[src/rtl/dfe_cfg_sequencer_pkg.sv]
// Address map, CTRL word layout and FSM state type shared by the DFE configuration sequencer.
package dfe_cfg_pkg;

  localparam int ADDR_W     = 7;
  localparam int FRAC_BASE  = 0;
  localparam int FRAC_DEPTH = 72;
  localparam int IIR_DEPTH  = 5;
  localparam int IIR1_BASE  = FRAC_BASE + FRAC_DEPTH;
  localparam int IIR2_BASE  = IIR1_BASE + IIR_DEPTH;
  localparam int IIR24_BASE = IIR2_BASE + IIR_DEPTH;
  localparam int CTRL_ADDR  = IIR24_BASE + IIR_DEPTH;

  // CTRL word bit positions; the decimation factor field starts at CTRL_DEC_LSB
  localparam int CTRL_FRAC_BYP  = 0;
  localparam int CTRL_IIR5M_BYP = 1;
  localparam int CTRL_IIR24_BYP = 2;
  localparam int CTRL_CIC_BYP   = 3;
  localparam int CTRL_DEC_LSB   = 4;

  typedef enum logic [1:0] {
    IDLE,
    PENDING,
    APPLY,
    DONE
  } cfg_state_e;

  function automatic logic addr_mapped(input logic [ADDR_W-1:0] addr);
    return int'(addr) <= CTRL_ADDR;
  endfunction

endpackage

[src/rtl/dfe_cfg_sequencer_if.sv]
// Valid/ready configuration write port with commit request.
interface dfe_cfg_sequencer_if #(
  parameter int COEFF_WIDTH = 20
) ();
  import dfe_cfg_pkg::*;

  logic                   cfg_valid;
  logic                   cfg_ready;
  logic [ADDR_W-1:0]      cfg_addr;
  logic [COEFF_WIDTH-1:0] cfg_data;
  logic                   cfg_commit;

  modport master (output cfg_valid, cfg_addr, cfg_data, cfg_commit, input cfg_ready);
  modport slave  (input cfg_valid, cfg_addr, cfg_data, cfg_commit, output cfg_ready);

endinterface

[src/rtl/dfe_cfg_sequencer_coeff_bank.sv]
// One coefficient bank: staging words, dirty flag, and output words loaded on apply.
module cfg_coeff_bank
  import dfe_cfg_pkg::*;
#(
  parameter int COEFF_WIDTH = 20,
  parameter int DEPTH       = 5,
  parameter int BASE        = 0
) (
  input  logic                          clk,
  input  logic                          rst_n,
  input  logic                          wr_i,
  input  logic [ADDR_W-1:0]             addr_i,
  input  logic [COEFF_WIDTH-1:0]        data_i,
  input  logic                          apply_i,
  output logic                          wr_en_o,
  output logic signed [COEFF_WIDTH-1:0] coeff_o [DEPTH]
);

  logic signed [COEFF_WIDTH-1:0] stage_q [DEPTH];
  logic signed [COEFF_WIDTH-1:0] out_q   [DEPTH];
  logic                          dirty_q;
  logic                          wr_en_q;
  logic                          hit;
  logic [ADDR_W-1:0]             offset;

  assign offset = addr_i - ADDR_W'(BASE);
  assign hit    = wr_i && (int'(addr_i) >= BASE) && (int'(addr_i) < BASE + DEPTH);

  // NOTE: these arrays are plain flops rather than a RAM, so they can and do take the async reset.
  always_ff @(posedge clk or negedge rst_n) begin
    if (!rst_n) begin
      for (int k = 0; k < DEPTH; k++) begin
        stage_q[k] <= '0;
        out_q[k]   <= '0;
      end
      dirty_q <= 1'b0;
      wr_en_q <= 1'b0;
    end else begin
      // NOTE: non-blocking, so the apply below copies the staging values from before this edge.
      wr_en_q <= apply_i && dirty_q;
      if (apply_i && dirty_q) begin
        for (int k = 0; k < DEPTH; k++) out_q[k] <= stage_q[k];
        dirty_q <= 1'b0;
      end
      if (hit) begin
        for (int k = 0; k < DEPTH; k++) begin
          if (offset == ADDR_W'(k)) stage_q[k] <= data_i;
        end
        dirty_q <= 1'b1;
      end
    end
  end

  assign wr_en_o = wr_en_q;
  assign coeff_o = out_q;

endmodule

[src/rtl/dfe_cfg_sequencer.sv]
// Stages DFE coefficient/control writes and applies all dirty banks in one cycle inside a core input gap.
module dfe_cfg_sequencer
  import dfe_cfg_pkg::*;
#(
  parameter int COEFF_WIDTH = 20,
  parameter int N_TAP       = 72,
  parameter int COEFF_DEPTH = 5,
  parameter int DEC_WIDTH   = 4,
  parameter int GAP_TIMEOUT = 64
) (
  input  logic                          clk,
  input  logic                          rst_n,
  dfe_cfg_sequencer_if.slave            cfg,
  input  logic                          core_valid_in,
  output logic                          commit_done,
  output logic                          commit_late,
  output logic                          addr_err,
  output logic signed [COEFF_WIDTH-1:0] frac_coeff     [N_TAP],
  output logic signed [COEFF_WIDTH-1:0] iir_coeff_1m   [COEFF_DEPTH],
  output logic signed [COEFF_WIDTH-1:0] iir_coeff_2m   [COEFF_DEPTH],
  output logic signed [COEFF_WIDTH-1:0] iir_coeff_2_4m [COEFF_DEPTH],
  output logic                          frac_wr_en,
  output logic                          iir_wr_en_1m,
  output logic                          iir_wr_en_2m,
  output logic                          iir_wr_en_2_4m,
  output logic                          frac_bypass,
  output logic                          iir_bypass_5m,
  output logic                          iir_bypass_2_4m,
  output logic                          cic_bypass,
  output logic [DEC_WIDTH:0]            cic_dec_factor
);

  localparam int GAP_W  = $clog2(GAP_TIMEOUT + 1);
  localparam int DEC_W  = DEC_WIDTH + 1;
  localparam int CTRL_W = CTRL_DEC_LSB + DEC_W;

  cfg_state_e       state_q;
  logic [GAP_W-1:0] gap_cnt_q;
  logic             ready_q;
  logic             done_q;
  logic             late_q;
  logic             addr_err_q;

  logic             wr_acc;
  logic             commit_acc;
  logic             apply_go;

  assign wr_acc     = cfg.cfg_valid && ready_q;
  assign commit_acc = cfg.cfg_commit && ready_q;
  // Leave PENDING on the first idle core cycle, or force it once the gap budget is spent
  assign apply_go   = (state_q == PENDING) &&
                      (!core_valid_in || (gap_cnt_q == GAP_W'(GAP_TIMEOUT - 1)));

  always_ff @(posedge clk or negedge rst_n) begin
    if (!rst_n) begin
      state_q    <= IDLE;
      gap_cnt_q  <= '0;
      ready_q    <= 1'b1;
      done_q     <= 1'b0;
      late_q     <= 1'b0;
      addr_err_q <= 1'b0;
    end else begin
      case (state_q)
        IDLE: begin
          if (commit_acc) begin
            state_q   <= PENDING;
            ready_q   <= 1'b0;
            gap_cnt_q <= '0;
            late_q    <= 1'b0;
          end
        end
        PENDING: begin
          if (apply_go) begin
            state_q <= APPLY;
            late_q  <= core_valid_in;
          end else begin
            gap_cnt_q <= gap_cnt_q + 1'b1;
          end
        end
        APPLY: begin
          state_q <= DONE;
          done_q  <= 1'b1;
        end
        DONE: begin
          state_q <= IDLE;
          done_q  <= 1'b0;
          ready_q <= 1'b1;
        end
        default: state_q <= IDLE;
      endcase

      // A bad write in the commit cycle itself stays reported for the next round
      if (commit_acc) addr_err_q <= 1'b0;
      if (wr_acc && !addr_mapped(cfg.cfg_addr)) addr_err_q <= 1'b1;
    end
  end

  assign cfg.cfg_ready = ready_q;
  assign commit_done   = done_q;
  assign commit_late   = late_q;
  assign addr_err      = addr_err_q;

  logic [CTRL_W-1:0] ctrl_stage_q;
  logic              ctrl_dirty_q;
  logic              frac_byp_q;
  logic              iir5m_byp_q;
  logic              iir24_byp_q;
  logic              cic_byp_q;
  logic [DEC_W-1:0]  dec_q;
  logic [DEC_W-1:0]  dec_staged;

  assign dec_staged = ctrl_stage_q[CTRL_DEC_LSB +: DEC_W];

  always_ff @(posedge clk or negedge rst_n) begin
    if (!rst_n) begin
      ctrl_stage_q <= '0;
      ctrl_dirty_q <= 1'b0;
      frac_byp_q   <= 1'b1;
      iir5m_byp_q  <= 1'b1;
      iir24_byp_q  <= 1'b1;
      cic_byp_q    <= 1'b1;
      dec_q        <= DEC_W'(1);
    end else begin
      if (wr_acc && (int'(cfg.cfg_addr) == CTRL_ADDR)) begin
        ctrl_stage_q <= cfg.cfg_data[CTRL_W-1:0];
        ctrl_dirty_q <= 1'b1;
      end
      if (apply_go && ctrl_dirty_q) begin
        frac_byp_q   <= ctrl_stage_q[CTRL_FRAC_BYP];
        iir5m_byp_q  <= ctrl_stage_q[CTRL_IIR5M_BYP];
        iir24_byp_q  <= ctrl_stage_q[CTRL_IIR24_BYP];
        cic_byp_q    <= ctrl_stage_q[CTRL_CIC_BYP];
        // A zero decimation factor would stall the CIC, so it becomes 1
        dec_q        <= (dec_staged == '0) ? DEC_W'(1) : dec_staged;
        ctrl_dirty_q <= 1'b0;
      end
    end
  end

  assign frac_bypass     = frac_byp_q;
  assign iir_bypass_5m   = iir5m_byp_q;
  assign iir_bypass_2_4m = iir24_byp_q;
  assign cic_bypass      = cic_byp_q;
  assign cic_dec_factor  = dec_q;

  cfg_coeff_bank #(.COEFF_WIDTH(COEFF_WIDTH), .DEPTH(N_TAP), .BASE(FRAC_BASE)) u_frac (
    .clk(clk), .rst_n(rst_n), .wr_i(wr_acc), .addr_i(cfg.cfg_addr), .data_i(cfg.cfg_data),
    .apply_i(apply_go), .wr_en_o(frac_wr_en), .coeff_o(frac_coeff)
  );

  cfg_coeff_bank #(.COEFF_WIDTH(COEFF_WIDTH), .DEPTH(COEFF_DEPTH), .BASE(IIR1_BASE)) u_iir_1m (
    .clk(clk), .rst_n(rst_n), .wr_i(wr_acc), .addr_i(cfg.cfg_addr), .data_i(cfg.cfg_data),
    .apply_i(apply_go), .wr_en_o(iir_wr_en_1m), .coeff_o(iir_coeff_1m)
  );

  cfg_coeff_bank #(.COEFF_WIDTH(COEFF_WIDTH), .DEPTH(COEFF_DEPTH), .BASE(IIR2_BASE)) u_iir_2m (
    .clk(clk), .rst_n(rst_n), .wr_i(wr_acc), .addr_i(cfg.cfg_addr), .data_i(cfg.cfg_data),
    .apply_i(apply_go), .wr_en_o(iir_wr_en_2m), .coeff_o(iir_coeff_2m)
  );

  cfg_coeff_bank #(.COEFF_WIDTH(COEFF_WIDTH), .DEPTH(COEFF_DEPTH), .BASE(IIR24_BASE)) u_iir_2_4m (
    .clk(clk), .rst_n(rst_n), .wr_i(wr_acc), .addr_i(cfg.cfg_addr), .data_i(cfg.cfg_data),
    .apply_i(apply_go), .wr_en_o(iir_wr_en_2_4m), .coeff_o(iir_coeff_2_4m)
  );

endmodule

[src/flat_wrapper.sv]
// flat-port wrapper written by rule: the top's interface ports become plain ports
module dfe_cfg_sequencer_flat import dfe_cfg_pkg::*;
#(
  parameter int COEFF_WIDTH = 20,
  parameter int N_TAP       = 72,
  parameter int COEFF_DEPTH = 5,
  parameter int DEC_WIDTH   = 4,
  parameter int GAP_TIMEOUT = 64
)
  (clk, rst_n, core_valid_in, commit_done, commit_late, addr_err, frac_coeff, iir_coeff_1m, iir_coeff_2m, iir_coeff_2_4m, frac_wr_en, iir_wr_en_1m, iir_wr_en_2m, iir_wr_en_2_4m, frac_bypass, iir_bypass_5m, iir_bypass_2_4m, cic_bypass, cic_dec_factor, cfg_cfg_valid, cfg_cfg_addr, cfg_cfg_data, cfg_cfg_commit, cfg_cfg_ready);
  dfe_cfg_sequencer_if #(.COEFF_WIDTH(COEFF_WIDTH)) cfg_i ();
  input  logic clk;
  input  logic rst_n;
  input  logic core_valid_in;
  output logic commit_done;
  output logic commit_late;
  output logic addr_err;
  output logic signed [COEFF_WIDTH-1:0] frac_coeff[N_TAP];
  output logic signed [COEFF_WIDTH-1:0] iir_coeff_1m[COEFF_DEPTH];
  output logic signed [COEFF_WIDTH-1:0] iir_coeff_2m[COEFF_DEPTH];
  output logic signed [COEFF_WIDTH-1:0] iir_coeff_2_4m[COEFF_DEPTH];
  output logic frac_wr_en;
  output logic iir_wr_en_1m;
  output logic iir_wr_en_2m;
  output logic iir_wr_en_2_4m;
  output logic frac_bypass;
  output logic iir_bypass_5m;
  output logic iir_bypass_2_4m;
  output logic cic_bypass;
  output logic [DEC_WIDTH:0] cic_dec_factor;
  input wire logic [$bits(cfg_i.cfg_valid)-1:0] cfg_cfg_valid;
  input wire logic [$bits(cfg_i.cfg_addr)-1:0] cfg_cfg_addr;
  input wire logic [$bits(cfg_i.cfg_data)-1:0] cfg_cfg_data;
  input wire logic [$bits(cfg_i.cfg_commit)-1:0] cfg_cfg_commit;
  output wire logic [$bits(cfg_i.cfg_ready)-1:0] cfg_cfg_ready;
  assign cfg_i.cfg_valid = cfg_cfg_valid;
  assign cfg_i.cfg_addr = cfg_cfg_addr;
  assign cfg_i.cfg_data = cfg_cfg_data;
  assign cfg_i.cfg_commit = cfg_cfg_commit;
  assign cfg_cfg_ready = cfg_i.cfg_ready;
  dfe_cfg_sequencer #(.COEFF_WIDTH(COEFF_WIDTH), .N_TAP(N_TAP), .COEFF_DEPTH(COEFF_DEPTH), .DEC_WIDTH(DEC_WIDTH), .GAP_TIMEOUT(GAP_TIMEOUT)) u_core (.clk(clk), .rst_n(rst_n), .cfg(cfg_i), .core_valid_in(core_valid_in), .commit_done(commit_done), .commit_late(commit_late), .addr_err(addr_err), .frac_coeff(frac_coeff), .iir_coeff_1m(iir_coeff_1m), .iir_coeff_2m(iir_coeff_2m), .iir_coeff_2_4m(iir_coeff_2_4m), .frac_wr_en(frac_wr_en), .iir_wr_en_1m(iir_wr_en_1m), .iir_wr_en_2m(iir_wr_en_2m), .iir_wr_en_2_4m(iir_wr_en_2_4m), .frac_bypass(frac_bypass), .iir_bypass_5m(iir_bypass_5m), .iir_bypass_2_4m(iir_bypass_2_4m), .cic_bypass(cic_bypass), .cic_dec_factor(cic_dec_factor));
endmodule
[config.mk]
export PLATFORM = sky130hd
export DESIGN_NAME = dfe_cfg_sequencer_flat
export DESIGN_NICKNAME = d
export VERILOG_FILES = /design/src/rtl/dfe_cfg_sequencer_pkg.sv /design/src/rtl/dfe_cfg_sequencer_if.sv /design/src/rtl/dfe_cfg_sequencer_coeff_bank.sv /design/src/rtl/dfe_cfg_sequencer.sv /design/src/flat_wrapper.sv
export SDC_FILE = /design/constraint.sdc
export NUM_CORES = 2
export LEC_CHECK = 0
export CAP_MARGIN = 20
export CORE_AREA = 2 2 698 700
export DETAILED_ROUTE_END_ITERATION = 6
export DIE_AREA = 0 0 700 702
export PLACE_DENSITY = 0.55
export SYNTH_ARGS = -nofsm -noshare
export SYNTH_HDL_FRONTEND = slang
export SYNTH_SLANG_ARGS = --single-unit
[constraint.sdc]
create_clock -name clk -period 4.3 [get_ports clk]
set_input_delay 0.645 -clock clk [delete_from_list [all_inputs] [get_ports clk]]
set_output_delay 0.645 -clock clk [all_outputs]
set_load 0.01 [all_outputs]
Yosys cells after proc, flatten, opt, wreduce, memory -nomap -nowiden. Index checks and enable logic that the tools add are counted.

Add/sub/neg operators: 4. Order comparisons: 8. Equality and inequality tests: 91. Multiplexer cells: 23. Reduce and logical (&&, ||, !) cells: 126.

Operators with widths (number): $eq A7 B6 Y1 const B (33); $reduce_and A2 Y1 (89); $eq A7 B5 Y1 const B (16); $eq A7 B7 Y1 const B (9); $eq A7 B2 Y1 const B (8); $eq A7 B4 Y1 const B (8); $eq A7 B3 Y1 const B (7); $eq A7 B1 Y1 const B (4); $logic_not A7 Y1 (4); $lt A7 B7 Y1 const B (4); $ge A7 B7 Y1 const B (3); $sub A7 B7 Y7 const B (3); $reduce_bool A2 Y1 (9); $logic_and A1 B1 Y1 (17); $mux W7 (2); $pmux W7 S2 (1); $mux W1 (13); $pmux W2 S4 (1); $add A7 B1 Y7 const B (1); $le A7 B7 Y1 const B (1); $pmux W1 S2 (3); $reduce_and A3 Y1 (2); $logic_not A5 Y1 (1); $mux W5 (1); 8 further kinds (12).

Flip-flop bits (word level): 3520. Bits of input ports: 32. Output and inout port bits: 1757. Word-level logic and storage cells: 447.

Depth between registers and ports, before layout.
Word-level depth: 6. Gate-level depth with buffers: 9. Depth with buffers taken out: 7.

Cells and area by module. From an unflattened synthesis, not the netlist that was laid out.

Cell total of the unflattened synthesis: 10849. Area, all modules: 132135.5 µm².

By module, submodules not included: cfg_coeff_bank (u_core.u_frac) (times used 1, cells an instance 9390, area each 107812.2 µm², sequential area each 72119.2 µm²); cfg_coeff_bank (u_core.u_iir_2_4m) (times used 1, cells an instance 450, area each 7638.6 µm², sequential area each 5054.8 µm²); cfg_coeff_bank (u_core.u_iir_1m) (times used 1, cells an instance 446, area each 7616.1 µm², sequential area each 5054.8 µm²); cfg_coeff_bank (u_core.u_iir_2m) (times used 1, cells an instance 438, area each 7581.0 µm², sequential area each 5054.8 µm²); dfe_cfg_sequencer (times used 1, cells an instance 125, area each 1487.7 µm², sequential area each 808.3 µm²).

Least setup slack after synthesis. No wires, ideal clock.

Path type: input port to flip-flop. Start point: in cfg_cfg_addr[2]. End point: reg u_core.u_iir_2_4m.stage_q[0] (netlist bit). Data arrival time: 2.630 ns. Required time: 4.175 ns. Setup slack: 1.546 ns. Stages: 9. Cell sequence: buf_2 inv_1 ha_1 nand2b_1 a211o_1 a21oi_1 and4b_1 buf_2 mux2_2.

Longest elaborated chain between the ends: 4.

RTL lines: start: declaration (RTL line flat_wrapper.sv:32) `input wire logic [$bits(cfg_i.cfg_addr)-1:0] cfg_cfg_addr;`; parallel branches: the longest is 3 deep, another holds $sub A7 B7 Y7; $reduce_and A2 Y1 (no source line) (*); end signal: indexed assignment (RTL line dfe_cfg_sequencer_coeff_bank.sv:47) `if (offset == ADDR_W'(k)) stage_q[k] <= data_i;`; end: declaration (RTL line dfe_cfg_sequencer_coeff_bank.sv:19) `logic signed [COEFF_WIDTH-1:0] stage_q [DEPTH];`.

Mark *: on every way between the ends. A chain may end at the register's enable or synchronous reset.

Worst setup path in the final report.
Start point: reg u_core.gap_cnt_q[0]. End point: reg u_core.u_frac.out_q (netlist bit u_core.u_frac.coeff_o[36]).

Longest elaborated chain between the ends: 4.

RTL lines: start: declaration (RTL line dfe_cfg_sequencer.sv:38) `logic [GAP_W-1:0] gap_cnt_q;`; start signal: assignment (RTL line dfe_cfg_sequencer.sv:77) `gap_cnt_q <= gap_cnt_q + 1'b1;`; $eq A7 B6 Y1 (RTL line dfe_cfg_sequencer.sv:52) `(!core_valid_in || (gap_cnt_q == GAP_W'(GAP_TIMEOUT - 1)));`; $logic_or A1 B1 Y1 (RTL line dfe_cfg_sequencer.sv:52); $logic_and A1 B1 Y1 (RTL line dfe_cfg_sequencer.sv:51) `assign apply_go = (state_q == PENDING) &&`; $logic_and A1 B1 Y1 (RTL line dfe_cfg_sequencer_coeff_bank.sv:41) `if (apply_i && dirty_q) begin`; end signal: indexed assignment (RTL line dfe_cfg_sequencer_coeff_bank.sv:34) `out_q[k] <= '0;`; end: declaration (RTL line dfe_cfg_sequencer_coeff_bank.sv:20) `logic signed [COEFF_WIDTH-1:0] out_q [DEPTH];`.

Every way passes these cells.

==> flow_summary.ini <==
[floorplan]
start_util = 0.273
io_pins = 1789
die_h_um = 702
std_cell_rows = 256
dieWidth_um = 700
die_area_um2 = 491000
fp.coreArea_um2 = 484000

[detailed_routing]
dr_total_vias = 75297
avgViaCountPerCell = 4.54
initialDrtViolationCount = 4443
wl_mm = 472
drc = 0
wire_per_inst_um = 28.5
dr.pass1.iters = 5
ant_nets = 0

[cells_and_area]
area.sequential_um2 = 88100
utilization = 0.356
mostFrequentLayoutCells = 3514 x dfrtp_1, 3409 x mux2_2, 1767 x clkdlybuf4s50_1
final_cell_area_um2 = 173000
stdcell_count = 16568
drive_gt1_frac = 0.451
nets = 9825
multiInputGateArea_um2 = 41500
syn_to_final_growth_pct = 30.7
final_common_cell = dfrtp_1
fillers = 45911

[timing]
fin_crit_sh = 0.802
fin_skew_ns = 0.0888
grt_setup_unrepaired = false
timing.hold.ws_ns = 0.206
fmax_ghz = 0.290
layout_min_cycle_time_ns = 3.45
worst_pin_slew_ns = 1.04
hold_viol = 0
report.final.setup_viol = 0
relSlewSlack = 0.307
setup_tns_ns = 0
slew_viol_final = 0

[global_route]
grt_use_total = 0.187
grt_pass1_vias = 79779
grt_pass1_wl_mm = 653
antenna_found_initial = 53
grt-ovfl-total = 0
grt_max_degree = 143

[clock_tree]
cts_tree = built
clk_latency_ns = 0.98
cts_buffers = 381
postCtsHoldBufs = 2
cts.repair.resized = 0
clk_pin_slew_ns = 0.06
cts_sinks = 3520
cts_root_buffer = clkbuf_16
cts_max_path_buffers = 4
cts.htree.levels = 5
postCtsSetupRepairBufs = 0

[critical_path]
r2r-end = u_core.u_frac.coeff_o[36]$_DFFE_PN0P_
ff2ff_path_depth = 6
r2r-start = u_core.gap_cnt_q[0]$_DFFE_PN0P_
cp-end-kind = flop
cp-start-kind = flop
cp.required_ns = 5.09
critPathMaxFanout = 65
cp_cell_sequence = ha_1 -> nand3_1 -> o31ai_2 -> and3_4 -> buf_4 -> mux2_2
cpPeakStageDelay_ns = 0.77
crit_slowest_cell = buf_4
critical_path_class = flop to flop
crit_arrival_ns = 4.24
rrSetupSlack_ns = 0.85

[placed_design]
post_dp_cell_area_um2 = 159000
hpwl_mm = 324
port_buffers = 1788
place_inst = 15845
place.gp.congestion = 0.831

[synth]
yosysSeqAreaShare = 0.667
syn-num-nets = 7889
synth_edf_count = 0
synth-seq-cells = 3520
synthFlopType = dfrtp_1
avgSynthCellArea_um2 = 16.8
ys_types = 56
async_reset_ff_frac = 1.00
ys.warnings.count = 0
syn_inst = 7844
netlist_area_um2 = 132000

[pwr]
power_density_nw_per_um2 = 399
ir_worst_vdd_v = 0.000342
leakage_nw = 83.5

[hold_path]
min_path_type = primary input to flop
hold_path_depth = 2
holdPathEnd = u_core.u_frac.stage_q[428]$_DFFE_PN0P_
worstHoldStart = cfg_cfg_data[8]

[status]
status = complete, no violations

[flow_run]
cap_viol_max_count = 0
layout make-up:
| type | count | area share |
|---|---|---|
| Clock inverter | 125 | 0.0105 |
| Inverter | 12 | 0.000261 |
| Antenna cell | 23 | 0.000334 |
| Clock buffer | 573 | 0.0656 |
| Sequential cell | 3520 | 0.510 |
| Timing Repair Buffer | 2116 | 0.125 |
| Multi-Input combinational cell | 3749 | 0.241 |
| Tap cell | 6450 | 0.0468 |
flip-flops by register name (all words and copies together) (netlist names), 9 cells and up:
name                       cells
u_core.ctrl_stage_q            9
u_core.u_frac.coeff_o       1440
u_core.u_frac.stage_q       1440
u_core.u_iir_1m.coeff_o      100
u_core.u_iir_1m.stage_q      100
u_core.u_iir_2_4m.coeff_o    100
u_core.u_iir_2_4m.stage_q    100
u_core.u_iir_2m.coeff_o      100
u_core.u_iir_2m.stage_q      100
per-layer routing:
metal | global-route usage | share of wire | vias to the layer above
li1 | - | - | 31476
met1 | 0.224 | 0.39 | 40889
met2 | 0.317 | 0.49 | 2184
met3 | 0.0424 | 0.062 | 746
met4 | 0.0912 | 0.057 | 2
met5 | 0 | 0.000028 | -
power breakdown:
part / internal [mW] / switching (mW) / total (mW)
registers: 33.1 / 0 / 33.1
logic: 0.224 / 1.47 / 1.69
clock network: 19.8 / 14.1 / 34.0
total: 53.2 / 15.6 / 68.8
critical path, delay by kind of cell (launching register included):
family                   cells  cell delay [ns]
flip-flops                   1             0.39
adder cells (fa/ha/maj)      1             0.21
buffers and inverters        1             0.77
AO/OA/AOI/OAI                1             0.61
multiplexers                 1             0.42
AND/OR/NAND/NOR              2             0.77
logic make-up after synthesis:
family,synth area share
buffers and inverters,0.0207
flip-flops,0.667
AO/OA/AOI/OAI,0.00287
AND/OR/NAND/NOR,0.00663
multiplexers,0.301
XOR/XNOR,0.000199
adder cells (fa/ha/maj),0.00123
Yosys cell counts, drive strengths merged, types with 6 or more instances:
| library cell | count | area share |
|---|---|---|
| mux2 | 3497 | 0.30 |
| inv | 12 | 0.00034 |
| o21ai | 17 | 0.00064 |
| nor2 | 83 | 0.0024 |
| dfrtp | 3514 | 0.67 |
| nand4 | 11 | 0.00071 |
| nand2 | 39 | 0.0011 |
| clkbuf | 227 | 0.0065 |
| buf | 336 | 0.014 |
| dfstp | 6 | 0.0012 |
| a21oi | 8 | 0.00030 |
| nand3 | 21 | 0.00083 |
| ha | 13 | 0.0012 |
worst max-delay path by stage:
stage | start | end | slack, ns | cells after the start
after global placement | cfg_cfg_addr[1] | u_core.u_iir_1m.stage_q[77]$_DFFE_PN0P_ | 0.16 | 9
after CTS | u_core.gap_cnt_q[0]$_DFFE_PN0P_ | u_core.u_frac.coeff_o[11]$_DFFE_PN0P_ | 0.82 | 6
after floorplan | cfg_cfg_addr[2] | u_core.u_iir_2_4m.stage_q[0]$_DFFE_PN0P_ | 1.55 | 9
final | u_core.gap_cnt_q[0]$_DFFE_PN0P_ | u_core.u_frac.coeff_o[36]$_DFFE_PN0P_ | 0.85 | 6
after detailed placement | cfg_cfg_addr[1] | u_core.u_frac.stage_q[504]$_DFFE_PN0P_ | 0.38 | 8
after global routing | u_core.gap_cnt_q[0]$_DFFE_PN0P_ | u_core.u_frac.coeff_o[12]$_DFFE_PN0P_ | 0.70 | 6
per-stage QoR:
| step | setup WS, ns | total power [mW] |
|---|---|---|
| finish | 0.852 | 68.8 |
| global route | 0.703 | 71.2 |
| CTS | 0.816 | 69.8 |
| detailed placement | 0.382 | 35.5 |
| global placement | 0.158 | 35.5 |
| floorplan | 1.55 | 34.0 |
(Power assumes the default switching activity.)
